**config.mk**
```make
export PLATFORM = sky130hd
export DESIGN_NAME = tdc_readback_engine_flat
export DESIGN_NICKNAME = d
export VERILOG_FILES = /design/src/rtl/tdc_readback_engine_if.sv /design/src/rtl/tdc_readback_engine.sv /design/src/flat_wrapper.sv
export SDC_FILE = /design/constraint.sdc
export NUM_CORES = 1
export LEC_CHECK = 0
export BUFFER_PORTS_ARGS = -buffer_cell sky130_fd_sc_hd__buf_2
export CORE_UTILIZATION = 55
export DETAILED_ROUTE_END_ITERATION = 7
export GPL_ROUTABILITY_DRIVEN = 0
export GPL_TIMING_DRIVEN = 0
export HOLD_SLACK_MARGIN = 0.1
export PLACE_DENSITY = 0.75
export SLEW_MARGIN = 20
export SYNTH_ARGS = -nofsm -noshare
export SYNTH_HDL_FRONTEND = slang
export SYNTH_SLANG_ARGS = --single-unit
```
**constraint.sdc**
```tcl
create_clock -name clk -period 2.9 [get_ports clk]
set_clock_uncertainty 0.15 [all_clocks]
set_input_delay 0.58 -clock clk [delete_from_list [all_inputs] [get_ports clk]]
set_output_delay 0.58 -clock clk [all_outputs]
set_load 0.02 [all_outputs]
```
**src/rtl/tdc_readback_engine_if.sv**
```systemverilog
// TDC7200 read-side bus: SPI pins plus the result bundle handshake.
// master = engine (drives SPI and results), slave = TDC/consumer side.
interface tdc_readback_engine_if;
    logic        sck;
    logic        csb;
    logic        mosi;
    logic        miso;
    logic [23:0] time1;
    logic [23:0] calib1;
    logic [23:0] calib2;
    logic        res_valid;
    logic        res_ready;

    modport master (
        output sck, csb, mosi, time1, calib1, calib2, res_valid,
        input  miso, res_ready
    );

    modport slave (
        input  sck, csb, mosi, time1, calib1, calib2, res_valid,
        output miso, res_ready
    );
endinterface

```
**src/rtl/tdc_readback_engine.sv**
```systemverilog
// Reads TIME1, CALIB1, CALIB2 from the TDC7200 over SPI (mode 0) and
// presents them as one valid/ready bundle.
// Ports: clk, rst_n (async, active low), start, busy, bus (SPI + results).
module tdc_readback_engine #(
    parameter int CLK_DIV = 4
) (
    input  logic                         clk,
    input  logic                         rst_n,
    input  logic                         start,
    output logic                         busy,
    tdc_readback_engine_if.master        bus
);

    typedef enum logic [1:0] {IDLE, SHIFT, GAP, DONE} state_t;

    localparam logic [8:0] HALF_LAST = 9'(CLK_DIV - 1);
    localparam logic [8:0] GAP_LAST  = 9'(2 * CLK_DIV - 1);

    function automatic logic [7:0] cmd_of(input logic [1:0] f);
        case (f)
            2'd0:    cmd_of = 8'h10;
            2'd1:    cmd_of = 8'h1B;
            default: cmd_of = 8'h1C;
        endcase
    endfunction

    state_t      state, state_next;
    logic [8:0]  cnt;
    logic [4:0]  bit_cnt;
    logic [1:0]  frame;
    logic [7:0]  tx_sr;
    logic [23:0] rx_sr, rx_next;
    logic [23:0] hold0, hold1;
    logic [23:0] time1_q, calib1_q, calib2_q;
    logic        sck_q, csb_q, valid_q;
    logic        phase_end, bit_end, frame_end, gap_end;

    always_ff @(posedge clk or negedge rst_n) begin
        if (!rst_n) state <= IDLE;
        else        state <= state_next;
    end

    // bit_end is the sck high->low edge: miso sample point and mosi update.
    always_comb begin
        state_next = state;
        phase_end  = 1'b0;
        bit_end    = 1'b0;
        frame_end  = 1'b0;
        gap_end    = 1'b0;
        rx_next    = rx_sr;
        unique case (state)
            IDLE: begin
                if (start) state_next = SHIFT;
            end
            SHIFT: begin
                phase_end = (cnt == HALF_LAST);
                bit_end   = phase_end && sck_q;
                frame_end = bit_end && (bit_cnt == 5'd0);
                if (bit_end && (bit_cnt <= 5'd23))
                    rx_next = {rx_sr[22:0], bus.miso};
                if (frame_end)
                    state_next = (frame == 2'd2) ? DONE : GAP;
            end
            GAP: begin
                gap_end = (cnt == GAP_LAST);
                if (gap_end) state_next = SHIFT;
            end
            DONE: begin
                if (bus.res_ready) state_next = IDLE;
            end
            default: state_next = IDLE;
        endcase
    end

    always_ff @(posedge clk or negedge rst_n) begin
        if (!rst_n) begin
            cnt      <= '0;
            bit_cnt  <= '0;
            frame    <= '0;
            tx_sr    <= '0;
            rx_sr    <= '0;
            hold0    <= '0;
            hold1    <= '0;
            time1_q  <= '0;
            calib1_q <= '0;
            calib2_q <= '0;
            sck_q    <= 1'b0;
            csb_q    <= 1'b1;
            valid_q  <= 1'b0;
        end else begin
            rx_sr <= rx_next;
            unique case (state)
                IDLE: begin
                    if (start) begin
                        csb_q   <= 1'b0;
                        sck_q   <= 1'b0;
                        cnt     <= '0;
                        bit_cnt <= 5'd31;
                        frame   <= 2'd0;
                        tx_sr   <= cmd_of(2'd0);
                    end
                end
                SHIFT: begin
                    if (phase_end) begin
                        cnt   <= '0;
                        sck_q <= ~sck_q;
                        if (bit_end) begin
                            bit_cnt <= bit_cnt - 5'd1;
                            // Zero fill: mosi is 0 once the command is out.
                            tx_sr   <= {tx_sr[6:0], 1'b0};
                        end
                        if (frame_end) begin
                            csb_q <= 1'b1;
                            if (frame == 2'd0) begin
                                hold0 <= rx_next;
                            end else if (frame == 2'd1) begin
                                hold1 <= rx_next;
                            end else begin
                                time1_q  <= hold0;
                                calib1_q <= hold1;
                                calib2_q <= rx_next;
                                valid_q  <= 1'b1;
                            end
                        end
                    end else begin
                        cnt <= cnt + 9'd1;
                    end
                end
                GAP: begin
                    if (gap_end) begin
                        csb_q   <= 1'b0;
                        cnt     <= '0;
                        bit_cnt <= 5'd31;
                        frame   <= frame + 2'd1;
                        tx_sr   <= cmd_of(frame + 2'd1);
                    end else begin
                        cnt <= cnt + 9'd1;
                    end
                end
                DONE: begin
                    if (bus.res_ready) valid_q <= 1'b0;
                end
                default: ;
            endcase
        end
    end

    assign busy          = (state != IDLE);
    assign bus.sck       = sck_q;
    assign bus.csb       = csb_q;
    assign bus.mosi      = tx_sr[7];
    assign bus.time1     = time1_q;
    assign bus.calib1    = calib1_q;
    assign bus.calib2    = calib2_q;
    assign bus.res_valid = valid_q;

endmodule

```
**src/flat_wrapper.sv**
```systemverilog
// flat-port wrapper written by rule: the top's interface ports become plain ports
module tdc_readback_engine_flat 
#(
    parameter int CLK_DIV = 4
)
  (clk, rst_n, start, busy, bus_sck, bus_csb, bus_mosi, bus_time1, bus_calib1, bus_calib2, bus_res_valid, bus_miso, bus_res_ready);
  tdc_readback_engine_if bus_i ();
  input  logic clk;
  input  logic rst_n;
  input  logic start;
  output logic busy;
  output wire logic [$bits(bus_i.sck)-1:0] bus_sck;
  output wire logic [$bits(bus_i.csb)-1:0] bus_csb;
  output wire logic [$bits(bus_i.mosi)-1:0] bus_mosi;
  output wire logic [$bits(bus_i.time1)-1:0] bus_time1;
  output wire logic [$bits(bus_i.calib1)-1:0] bus_calib1;
  output wire logic [$bits(bus_i.calib2)-1:0] bus_calib2;
  output wire logic [$bits(bus_i.res_valid)-1:0] bus_res_valid;
  input wire logic [$bits(bus_i.miso)-1:0] bus_miso;
  input wire logic [$bits(bus_i.res_ready)-1:0] bus_res_ready;
  assign bus_sck = bus_i.sck;
  assign bus_csb = bus_i.csb;
  assign bus_mosi = bus_i.mosi;
  assign bus_time1 = bus_i.time1;
  assign bus_calib1 = bus_i.calib1;
  assign bus_calib2 = bus_i.calib2;
  assign bus_res_valid = bus_i.res_valid;
  assign bus_i.miso = bus_miso;
  assign bus_i.res_ready = bus_res_ready;
  tdc_readback_engine #(.CLK_DIV(CLK_DIV)) u_core (.clk(clk), .rst_n(rst_n), .start(start), .busy(busy), .bus(bus_i));
endmodule
```
## Word level (Yosys, flattened, before mapping)

Cells that the tools add are included.

- $lt $le $gt $ge: 1
- Add/subtract/negate cells: 3
- Bitwise logic cells: 3
- Mux-type cells: 43
- $mul: 0
- Divide/modulo/power cells: 0
- Shift operators: 0
- Eq/ne operators: 18
- Reduce and logical (&&, ||, !) cells: 22

Operators with widths:

| cell | number |
|---|---|
| $mux W24 | 2 |
| $mux W8 | 4 |
| $mux W9 | 3 |
| $pmux W9 S3 | 1 |
| $pmux W8 S3 | 1 |
| $mux W5 | 4 |
| $reduce_and A5 Y1 | 4 |
| $mux W1 | 15 |
| $pmux W5 S3 | 1 |
| $mux W2 | 6 |
| $ne A2 B1 Y1 const B | 6 |
| $add A9 B1 Y9 const B | 1 |
| $eq A9 B2 Y1 const B | 1 |
| $eq A9 B3 Y1 const B | 1 |
| $ne A2 B2 Y1 const B | 4 |
| $pmux W2 S4 | 1 |
| $pmux W4 S2 | 1 |
| $reduce_and A4 Y1 | 2 |
| $reduce_bool A2 Y1 | 4 |
| $eq A2 B1 Y1 const B | 3 |
| $eq A2 B2 Y1 const B | 3 |
| $logic_not A2 Y1 | 3 |
| $reduce_and A3 Y1 | 2 |
| $reduce_and A6 Y1 | 1 |
| 11 further kinds | 16 |

- Bits of input ports: 5
- Bits in latches: 0
- Memories: 0
- Flip-flop bits (word level): 173
- Memory bits (read-only): 0
- RAM bits: 0

## Depth between registers and ports, before layout

- Depth in word-level cells: 7
- Depth in mapped cells: 10
- Depth with buffers taken out: 7

## Least setup slack after synthesis

OpenSTA, ideal clock, no wires.

- Path kind: register to register
- Start point: register u_core.state[1]
- End point: register u_core.calib1_q[16], in the netlist u_core.bus.calib1[16]
- Stages on the path, launching flop included: 10
- Library setup time: 0.127 ns
- Slack: 0.568 ns
- Data required time: 2.623 ns
- Period minus slack after synthesis: 2.332 ns
- Arrival: 2.055 ns
- Cells stage by stage: dfrtp_1 -> inv_1 -> ha_1 -> and2_0 -> buf_2 -> and4_4 -> and3_4 -> buf_12 -> buf_8 -> mux2_1

- Longest elaborated chain between the ends: 3
- Elaborated cells between the ends (all ways): 4
- Classes of those cells: eq/ne: 1; mux: 2; reduce/logical: 1

RTL lines:

| item | RTL line | source |
|---|---|---|
| start, declared | tdc_readback_engine.sv:27 | `state_t state, state_next;` |
| start signal, assigned | tdc_readback_engine.sv:40 | `else state <= state_next;` |
| $eq A2 B1 Y1 (*) | tdc_readback_engine.sv:51, tdc_readback_engine.sv:92 |  |
| $mux W1 | tdc_readback_engine.sv:51 | `unique case (state)` |
| $reduce_and A5 Y1 (no line) (*) | - |  |
| end signal, assigned | tdc_readback_engine.sv:120 | `calib1_q <= hold1;` |
| end, declared | tdc_readback_engine.sv:34 | `logic [23:0] time1_q, calib1_q, calib2_q;` |

Every way passes the cells marked *; elsewhere a longest branch is shown, timed or not.
A chain may end at the register's enable or synchronous reset.

## Worst setup path in the final report

- Start point: register u_core.state[1]
- End point: register u_core.calib1_q[19], in the netlist u_core.bus.calib1[19]

Same word-level chain as after synthesis.

==> impl_metrics.env <==
export IMPL_dr_first_iter_drc_count=288
export IMPL_fin_nets=698
export IMPL_clock_sinks=173
export IMPL_syn_to_final_growth_pct=16.31
export IMPL_routed_via_density=5.449
export IMPL_grt_ovfl_total=0
export IMPL_num_rows=42
export IMPL_pre_cts_slack_ps=267.6
export IMPL_setup_viol=0
export IMPL_cp_max_fo=10
export IMPL_drive_above_1_share=0.3110
export IMPL_ys_seq_area_frac=0.5772
export IMPL_pwr_share_comb=0.013
export IMPL_timing_final_ws_setup_ps=266.1
export IMPL_synth_main_ff_cell="dfrtp_1"
export IMPL_chipHeight_um=118.8
export IMPL_grt_pass1_wl_um=24940
export IMPL_clock_latency_ps=430
export IMPL_worstSetupPathType="flip-flop to flip-flop"
export IMPL_final_cell_mix="dfrtp_1 (172), buf_2 (86), mux2_4 (62)"
export IMPL_dpl_hpwl_um=10270
export IMPL_p_leak_nw=4.733
export IMPL_critical_path_top_delay_family="simple AND/OR/NAND/NOR gates"
export IMPL_antenna_cells=0
export IMPL_post_cts_buffers=0
export IMPL_worst_path_max_delay_cell="dfrtp_1"
export IMPL_p_sw_mw=0.9393
export IMPL_wire_per_inst_um=17.36
export IMPL_rsz0062_at_grt="no"
export IMPL_final_period_utilization=0.9082
export IMPL_crit_path_end_kind="flip-flop"
export IMPL_clockBufferDepth=2
export IMPL_antenna_left=0
export IMPL_dieArea_um2=14110
export IMPL_syn_nets=596
export IMPL_fin_crit_ps=2634
export IMPL_mostFrequentLayoutCell="dfrtp_1"
export IMPL_ys_ff_latch=173
export IMPL_die_w_um=118.8
export IMPL_cts_tree="done"
export IMPL_cts_max_level=4
export IMPL_tightest_slew_ps=588.4
export IMPL_p_seq_frac=0.523
export IMPL_cts_resized=0
export IMPL_arrival_ps=2790
export IMPL_avgSynthCellArea_um2=13.02
export IMPL_antenna_found_initial=0
export IMPL_synthCells=576
export IMPL_slew_viol_final=0
export IMPL_crit_buf_inv=4
export IMPL_irDropWorstVdd_uv=400.9
export IMPL_first_global_vias=4725
export IMPL_path_clk_slew_ps=60
export IMPL_worstPathRequired_ps=3060
export IMPL_hold_viol=0
export IMPL_switching_share=0.2031
export IMPL_ios=82
export IMPL_io_buffers=81
export IMPL_cts_buffers=17
export IMPL_clkPwrFrac=0.464
export IMPL_wirelength_um=15000
export IMPL_cts_root_buf="clkbuf_16"
export IMPL_synth_enable_flop_cells=0
export IMPL_track_usage=0.2320
export IMPL_synthArstFlopShare=1.000
export IMPL_start_kind="flip-flop"
export IMPL_vias=4708
export IMPL_status="finished clean"
export IMPL_ys_warn_count=0
export IMPL_start_util=0.5643
export IMPL_fp_coreArea_um2=13300
export IMPL_synthesis_area_um2=7502
export IMPL_p_int_mw=3.686
export IMPL_cap_violations=0
export IMPL_ys_types=59
export IMPL_worst_hold_slack_ps=271.7
export IMPL_max_slew_margin_rel=0.6061
export IMPL_max_freq_mhz=379.7
export IMPL_crit_chain="inv_1 -> ha_1 -> and2_0 -> buf_2 -> and4_4 -> and3_4 -> buf_12 -> buf_8 -> mux2_1"
export IMPL_cts_hold_buffers=1
export IMPL_firstDrtPassIters=4
export IMPL_hp_class="primary input to flip-flop"
export IMPL_grt_start_max_net_pins=102
export IMPL_drc=0
export IMPL_power_density_nw_per_um2=530.1
export IMPL_cp_slowest_stage_delay_ps=420
==> final timing paths <==
path,depth (start not counted),slack [ps],from,endpoint
min in group asynchronous,2,560,rst_n,u_core.bus.time1[9]$_DFFE_PN0P_
min reg2reg,2,330,u_core.hold1[18]$_DFFE_PN0P_,u_core.hold1[18]$_DFFE_PN0P_
max in group asynchronous,3,1170,rst_n,u_core.bus.calib2[18]$_DFFE_PN0P_
max,9,270,u_core.state[1]$_DFFE_PN0P_,u_core.bus.calib1[19]$_DFFE_PN0P_
min,2,270,bus_miso,u_core.hold0[0]$_DFFE_PN0P_
max reg2reg,9,270,u_core.state[1]$_DFFE_PN0P_,u_core.bus.calib1[19]$_DFFE_PN0P_
==> routing by layer <==
metal  up-vias  routed length, um  global-route usage
met5         -                  0                   0
met4         0                223             0.08307
met3        18                580             0.05309
met2       107               7427              0.3706
met1      2380               6764              0.3120
li1       2203                  -                   -
==> power by group through the flow <==
stage                     combinational (mW)  sequential (mW)  clock, mW
final                                 0.0598             2.42       2.15
after global routing                  0.0710             2.42       2.28
after CTS                             0.0632             2.42       2.18
after detailed placement              0.0618             2.46          0
after global placement                0.0538             2.46          0
after floorplan                      0.00386             2.46          0
==> per-stage QoR <==
step | std cells | power (mW) | cell area [um2] | util | TNS, ps
after floorplan | 576 | 2.467 | 7502 | - | 0
after detailed placement | 834 | 2.525 | 8165 | 0.6142 | 0
after CTS | 864 | 4.657 | 8726 | 0.6563 | 0
final | 864 | 4.625 | 8726 | 0.6563 | 0
after global placement | 833 | 2.517 | 8128 | 0.6113 | -244330
after global routing | 864 | 4.764 | 8726 | 0.6563 | 0
==> cell families after synthesis <==
| family | count (synthesis) | synth area share |
|---|---|---|
| flops | 173 | 0.5772 |
| simple gates | 129 | 0.09173 |
| mux | 102 | 0.1800 |
| compound gates | 90 | 0.07055 |
| buf+inv | 64 | 0.05203 |
| fa+ha+maj | 15 | 0.02502 |
| xor+xnor | 3 | 0.003503 |
==> sequential cells by signal (all words and copies together), names as in the netlist <==
signal and flops:
u_core.state 2, u_core.bus.time1 24, u_core.bit_cnt 5, u_core.bus.csb 1
u_core.bus.sck 1, u_core.bus.res_valid 1, u_core.frame 2, u_core.hold0 24
u_core.cnt 9, u_core.bus.calib1 24, u_core.tx_sr 8, u_core.rx_sr 24
u_core.hold1 24, u_core.bus.calib2 24
==> synthesized netlist by cell type (7+ instances only) <==
cell     count  share of area
inv_1       37          0.019
a21oi_1     31          0.021
nand2_1     42          0.021
mux2i_1     25          0.033
dfrtp_1    172           0.57
ha_1        15          0.025
nor2_1      37          0.019
o21ai_0     39          0.026
mux2_4      62           0.12
mux2_1       7          0.011
nor3_1      12         0.0080
mux2_2       8          0.012
==> cell type report <==
| class | instances | area [um2] |
|---|---|---|
| Buffer | 26 | 247.7 |
| Clock buffer | 24 | 491.7 |
| Clock inverter | 5 | 58.81 |
| Fill cell | 966 | 4569 |
| Inverter | 38 | 142.6 |
| Multi-Input combinational cell | 339 | 2781 |
| Sequential cell | 173 | 4330 |
| Tap cell | 176 | 220.2 |
| Timing Repair Buffer | 83 | 452.9 |
Power figures use the tool's default switching activity.
